`src/rtl/rx_data_sampler.sv`:
```
// UART receive oversampling front end: tracks the tick position within each bit,
// takes three mid-bit samples and presents one majority-voted bit per bit period.
module rx_data_sampler #(
  parameter int PRESCALE_W = 6,
  parameter int BIT_CNT_W  = 4
) (
  input  logic                  clk_based_on_prescale,
  input  logic                  asy_reset,
  input  logic                  rx_in,
  input  logic [PRESCALE_W-1:0] prescale,
  input  logic                  sampler_enable,
  output logic                  sampled_data,
  output logic                  sampled_data_valid,
  output logic [PRESCALE_W-1:0] edge_cnt,
  output logic [BIT_CNT_W-1:0]  bit_cnt
);

  logic [PRESCALE_W-1:0] ratio;
  logic [PRESCALE_W-1:0] half;
  logic [PRESCALE_W-1:0] last_tick;
  logic [PRESCALE_W-1:0] sample0_tick;
  logic [PRESCALE_W-1:0] sample1_tick;
  logic [PRESCALE_W-1:0] sample2_tick;
  logic [PRESCALE_W-1:0] vote_tick;
  logic                  s0, s1, s2;
  logic                  vote;

  // Unsupported ratios fall back to 8 so a bad setting can never stall the counter.
  always_comb begin
    ratio = PRESCALE_W'(8);
    case (prescale)
      PRESCALE_W'(8), PRESCALE_W'(16), PRESCALE_W'(32): ratio = prescale;
      default:                                          ratio = PRESCALE_W'(8);
    endcase
  end

  always_comb begin
    half         = ratio >> 1;
    last_tick    = ratio - PRESCALE_W'(1);
    sample0_tick = half - PRESCALE_W'(1);
    sample1_tick = half;
    sample2_tick = half + PRESCALE_W'(1);
    vote_tick    = half + PRESCALE_W'(2);
    vote         = (s0 & s1) | (s0 & s2) | (s1 & s2);
  end

  // Using >= for the wrap lets a stale count left by a mid-frame ratio change recover.
  always_ff @(posedge clk_based_on_prescale or negedge asy_reset) begin
    if (!asy_reset) begin
      edge_cnt           <= '0;
      bit_cnt            <= '0;
      sampled_data       <= 1'b1;
      sampled_data_valid <= 1'b0;
      s0                 <= 1'b1;
      s1                 <= 1'b1;
      s2                 <= 1'b1;
    end else if (!sampler_enable) begin
      edge_cnt           <= '0;
      bit_cnt            <= '0;
      sampled_data_valid <= 1'b0;
      s0                 <= 1'b1;
      s1                 <= 1'b1;
      s2                 <= 1'b1;
    end else begin
      if (edge_cnt >= last_tick) begin
        edge_cnt <= '0;
        if (bit_cnt != {BIT_CNT_W{1'b1}}) begin
          bit_cnt <= bit_cnt + BIT_CNT_W'(1);
        end
      end else begin
        edge_cnt <= edge_cnt + PRESCALE_W'(1);
      end

      if (edge_cnt == sample0_tick) s0 <= rx_in;
      if (edge_cnt == sample1_tick) s1 <= rx_in;
      if (edge_cnt == sample2_tick) s2 <= rx_in;

      sampled_data_valid <= 1'b0;
      if (edge_cnt == vote_tick) begin
        sampled_data       <= vote;
        sampled_data_valid <= 1'b1;
      end
    end
  end

endmodule

```
`config.mk`:
```
export PLATFORM = sky130hd
export DESIGN_NAME = rx_data_sampler
export DESIGN_NICKNAME = d
export VERILOG_FILES = /design/src/rtl/rx_data_sampler.sv
export SDC_FILE = /design/constraint.sdc
export NUM_CORES = 1
export LEC_CHECK = 0
export CORE_MARGIN = 1.5
export CORE_UTILIZATION = 30
export CTS_BUF_LIST = sky130_fd_sc_hd__clkbuf_8 sky130_fd_sc_hd__clkbuf_16
export CTS_CLUSTER_DIAMETER = 40
export DETAILED_ROUTE_END_ITERATION = 10
export PLACE_DENSITY_LB_ADDON = 0.3
export SYNTH_ARGS = -nofsm -noshare
export SYNTH_HDL_FRONTEND = slang
export SYNTH_SLANG_ARGS = --single-unit
```
`constraint.sdc`:
```
create_clock -name clk_based_on_prescale -period 3.9 [get_ports clk_based_on_prescale]
set_input_delay 0.78 -clock clk_based_on_prescale [delete_from_list [all_inputs] [get_ports clk_based_on_prescale]]
set_output_delay 0.78 -clock clk_based_on_prescale [all_outputs]
set_load 0.005 [all_outputs]
```
* Word-level counts from Yosys, hierarchy flattened
Index checks and enable logic that the tools add are counted.
** Word-level totals
- Bits of input ports :: 10
- Output and inout bits :: 12
- Bits in registers :: 15
** Cells by class
- Equal/unequal tests :: 13
- $lt $le $gt $ge :: 1
- Muxes and demuxes :: 14
- Reduce and logical (&&, ||, !) cells :: 3
- Bitwise gates (word level) :: 5
- Add/subtract/negate cells :: 6
** Operator list (count)
- $eq 6x6->1 :: 3
- $mux 6 :: 3
- $mux 4 :: 3
- $ne 2x1->1 const B :: 5
- $mux 1 :: 8
- $add 5x1->6 const B :: 1
- $add 5x2->6 const B :: 1
- $add 6x1->6 const B :: 1
- $eq 6x4->1 const B :: 1
- $eq 6x5->1 :: 1
- $eq 6x5->1 const B :: 1
- $eq 6x6->1 const B :: 1
- $ge 6x6->1 :: 1
- $sub 5x1->6 const B :: 1
- $sub 6x1->6 const B :: 1
- $add 4x1->4 const B :: 1
- $ne 4x4->1 const B :: 1
- $reduce_and 2->1 :: 2
- $and 1x1->1 :: 3
- $reduce_or 3->1 :: 1
- $or 1x1->1 :: 2

* Logic depth before layout (Yosys ltp)
- Depth after elaboration :: 7
- Gate-level depth with buffers :: 14
- Gate-level depth less buffers :: 11

* Least setup slack after synthesis
OpenSTA, ideal clock, no wires.
- Path type :: input-to-reg
- Start point :: in prescale[1]
- End point :: reg bit_cnt[3]
- Data arrival time :: 3634 ps
- Stages on the path :: 14
- Path slack :: 167 ps
- Library setup time :: 99 ps
- Data required time :: 3801 ps
- Path through :: or4_1 > buf_2 > or2_1 > buf_6 > clkinv_4 > ha_1 > a21boi_0 > xnor2_1 > ha_1 > or2_2 > a21o_1 > and2_1 > clkbuf_1 > a311oi_1
** On the way
- Longest elaborated chain between the ends :: 7
- Elaborated cells on any way between the ends :: 9
- Classes of those cells :: 1 x add/sub; 1 x order compare; 4 x eq/ne; 1 x mux; 2 x reduce/logical
** RTL lines
- start: declaration :: RTL line 10 : input logic [PRESCALE_W-1:0] prescale,
- $eq 6x4->1 (tied with other cells) :: RTL line 31 : case (prescale)
- $reduce_or 3->1 :: RTL line 31
- $mux 6 * :: RTL line 31
- $sub 6x1->6 * :: RTL line 39 : last_tick = ratio - PRESCALE_W'(1);
- $ge 6x6->1 * :: RTL line 65 : if (edge_cnt >= last_tick) begin
- $ne 2x1->1 (no source line) *
- $reduce_and 2->1 (no source line) *
- end signal: assignment :: RTL line 68 : bit_cnt <= bit_cnt + BIT_CNT_W'(1);
- end: declaration :: RTL line 15 : output logic [BIT_CNT_W-1:0] bit_cnt
Every way passes the cells marked *; elsewhere a longest branch is shown, timed or not.
A chain may end at the register's enable or synchronous reset.

* Final worst setup path
- Start point :: in prescale[1]
- End point :: reg bit_cnt[1]
The elaborated chain is that of the path after synthesis.

==> impl_metrics.json <==
{
  "outcome": "finished clean",
  "drive_above_1_share_pct": 12.2,
  "cts_setup_buffers": 0,
  "coreArea_mm2": 0.00400,
  "min_period_ns": 3.66,
  "hold_violations": 0,
  "maxCapViolCount": 0,
  "start_util_pct": 31.3,
  "dpl_cell_area_mm2": 0.00157,
  "clk-insertion-delay-late_ns": 0.24,
  "portBuffers": 21,
  "stdcell_area_mm2": 0.00161,
  "setup_ws_ns": 0.243,
  "synth-main-ff-cell": "dfrtp_1",
  "num-nets-final": 189,
  "gp_congestion": 0.806,
  "synthCells": 130,
  "antenna_left": 0,
  "tightest_slew_ns": 0.700,
  "place_ws_ns": -0.00621,
  "firstDrtPassIters": 4,
  "rsz0062_at_grt": "false",
  "timing.fmax_ghz": 0.273,
  "report.final.slew_viol_count": 0,
  "arrival_ns": 3.78,
  "yosysSeqAreaShare_pct": 30.4,
  "crit_path_end_kind": "register",
  "cts_sinks": 15,
  "routed_wl_um": 2750,
  "p_per_area_mw_per_mm2": 311,
  "slew_headroom_pct": 53.2,
  "fin_cells": 214,
  "synth_seq_cells": 15,
  "gr-total-overflow": 0,
  "ys_types": 48,
  "path_max_fanout": 4,
  "row_count": 23,
  "cts.repair.resized": 0,
  "tritoncts": "built",
  "clk_path_buf_depth": 2,
  "hold_path_class": "reg2reg",
  "numCtsBuffers": 3,
  "grt_pass1_wl_um": 4450,
  "hpwl_um": 2160,
  "syn_area_mm2": 0.00125,
  "ios": 22,
  "die_area_mm2": 0.00457,
  "grt_max_degree": 16,
  "crit_required_ns": 4.02,
  "syn_to_final_growth_pct": 28.7,
  "power_mw": 0.501,
  "crit_type": "in2reg",
  "synthArstFlopShare_pct": 100,
  "htree_levels": 1,
  "hold_buffers": 0,
  "yosys_warnings": 0,
  "dp.cells": 210,
  "grt_pass1_vias": 970,
  "insertedDiodeCount": 0,
  "synth_edf_count": 0,
  "utilization_pct": 40.3,
  "via_per_inst": 4.79,
  "setup_viol": 0,
  "route.detailed.wl_per_inst_um": 12.8,
  "track_usage_pct": 12.9,
  "die_h_um": 67.6,
  "postSynthAreaPerCell_um2": 9.63,
  "drc": 0,
  "die_w_um": 67.6,
  "fillers": 383,
  "antenna_found_initial": 0,
  "finClkSkew_ns": 0.00215,
  "drtIter0Drc": 31,
  "cp-start-kind": "input port",
  "clk_pin_slew_ns": 0.06,
  "period_share_pct": 93.8,
  "cts_root_buffer": "clkbuf_8",
  "static-leakage-power_nw": 0.729,
  "vias": 1025,
  "ir_drop_mv": 0.153
}
-- critical path, stage by stage --
cell and delay, ns:
clkdlybuf4s50_1 0.39, or4_1 0.55, or2_1 0.30, clkinv_4 0.07
ha_1 0.16, a21boi_0 0.24, xnor2_1 0.15, ha_1 0.24
or2_2 0.27, a21o_1 0.19, buf_4 0.15, a32oi_1 0.18
o22ai_1 0.10
-- cells in the final DEF, fill, tap and decap left out, types with 2 or more instances in the layout --
cell type	instances
nand2b_1	2
nor4bb_1	2
xor2_1	6
xnor3_1	3
ha_1	14
nor4b_1	2
nand2_1	5
conb_1	10
buf_4	7
and2_1	2
dfrtp_1	11
a31oi_1	3
and3_1	2
a21oi_1	3
nor2_1	13
mux2i_1	2
clkbuf_8	3
o21ai_0	3
clkdlybuf4s50_1	21
nor2b_1	2
or2_2	2
dfstp_2	4
nor3_1	2
xnor2_1	7
inv_1	8
nand3_1	4
-- synthesized netlist by cell type (3+ instances only) --
| master | number | area [um^2] |
|---|---|---|
| a21oi_1 | 3 | 15.0 |
| a31oi_1 | 3 | 18.8 |
| clkbuf_1 | 3 | 11.3 |
| dfrtp_1 | 11 | 275 |
| dfstp_2 | 4 | 105 |
| ha_1 | 14 | 175 |
| inv_1 | 7 | 26.3 |
| nand2_1 | 5 | 18.8 |
| nand3_1 | 4 | 20.0 |
| nor2_1 | 13 | 48.8 |
| o21ai_0 | 3 | 15.0 |
| xnor2_1 | 7 | 61.3 |
| xnor3_1 | 3 | 67.6 |
| xor2_1 | 6 | 52.6 |
-- area by class of cell --
type / count / area, um^2 / share of cell area, %
Tap cell: 50 / 62.6 / 3.88
Timing Repair Buffer: 28 / 263 / 16.3
Multi-Input combinational cell: 109 / 826 / 51.2
Clock inverter: 1 / 3.75 / 0.233
Sequential cell: 15 / 380 / 23.6
Clock buffer: 3 / 41.3 / 2.56
Inverter: 8 / 35.0 / 2.17
-- stage by stage --
| stage | TNS [ns] | hold WS, ns |
|---|---|---|
| 2_1_floorplan | 0 | 0.484 |
| 3_3_place_gp | 0 | 0.506 |
| 3_5_place_dp | -0.00621 | 0.513 |
| 4_1_cts | 0 | 0.523 |
| 5_1_grt | 0 | 0.543 |
| 6_report | 0 | 0.515 |
-- worst paths after layout --
check	start	to	slack [ns]	cells past startpoint
min	s0	s0	0.51	2
max reg2reg	edge_cnt[3]	s2	1.86	5
min in group asynchronous	asy_reset	bit_cnt[2]	0.96	1
min reg2reg	s0	s0	0.51	2
max in group asynchronous	asy_reset	bit_cnt[1]	2.50	1
max	prescale[1]	bit_cnt[1]	0.24	13
-- per-layer routing --
layer	wire length, um	global-route usage (%)
met1	1270	16.3
met4	17	4.34
met5	0	0
met2	1350	22.2
met3	107	2.00
-- flip-flops by register name (all words and copies together) (netlist names) --
register / cells
edge_cnt: 6
bit_cnt: 4
s0: 1
s1: 1
s2: 1
sampled_data: 1
sampled_data_valid: 1
-- where the power goes --
part / switching (mW) / internal (mW)
Combinational: 0.0674 / 0.0983
Clock: 0.0520 / 0.0695
Sequential: 0.0303 / 0.183
Total: 0.150 / 0.351
-- logic make-up (layout without fill, tap and decap cells) --
group                    count (synthesis)  after routing  share of synthesized area [%]
AO/OA/AOI/OAI                           19             19                           10.4
XOR/XNOR                                16             16                           14.5
adder cells (fa/ha/maj)                 15             15                           14.8
buffers and inverters                   14             40                           6.09
flip-flops                              15             15                           30.4
multiplexers                             3              3                           2.50
other                                    2             10                          0.600
AND/OR/NAND/NOR                         46             46                           20.8
No activity file was read; power rests on OpenSTA's default activity.
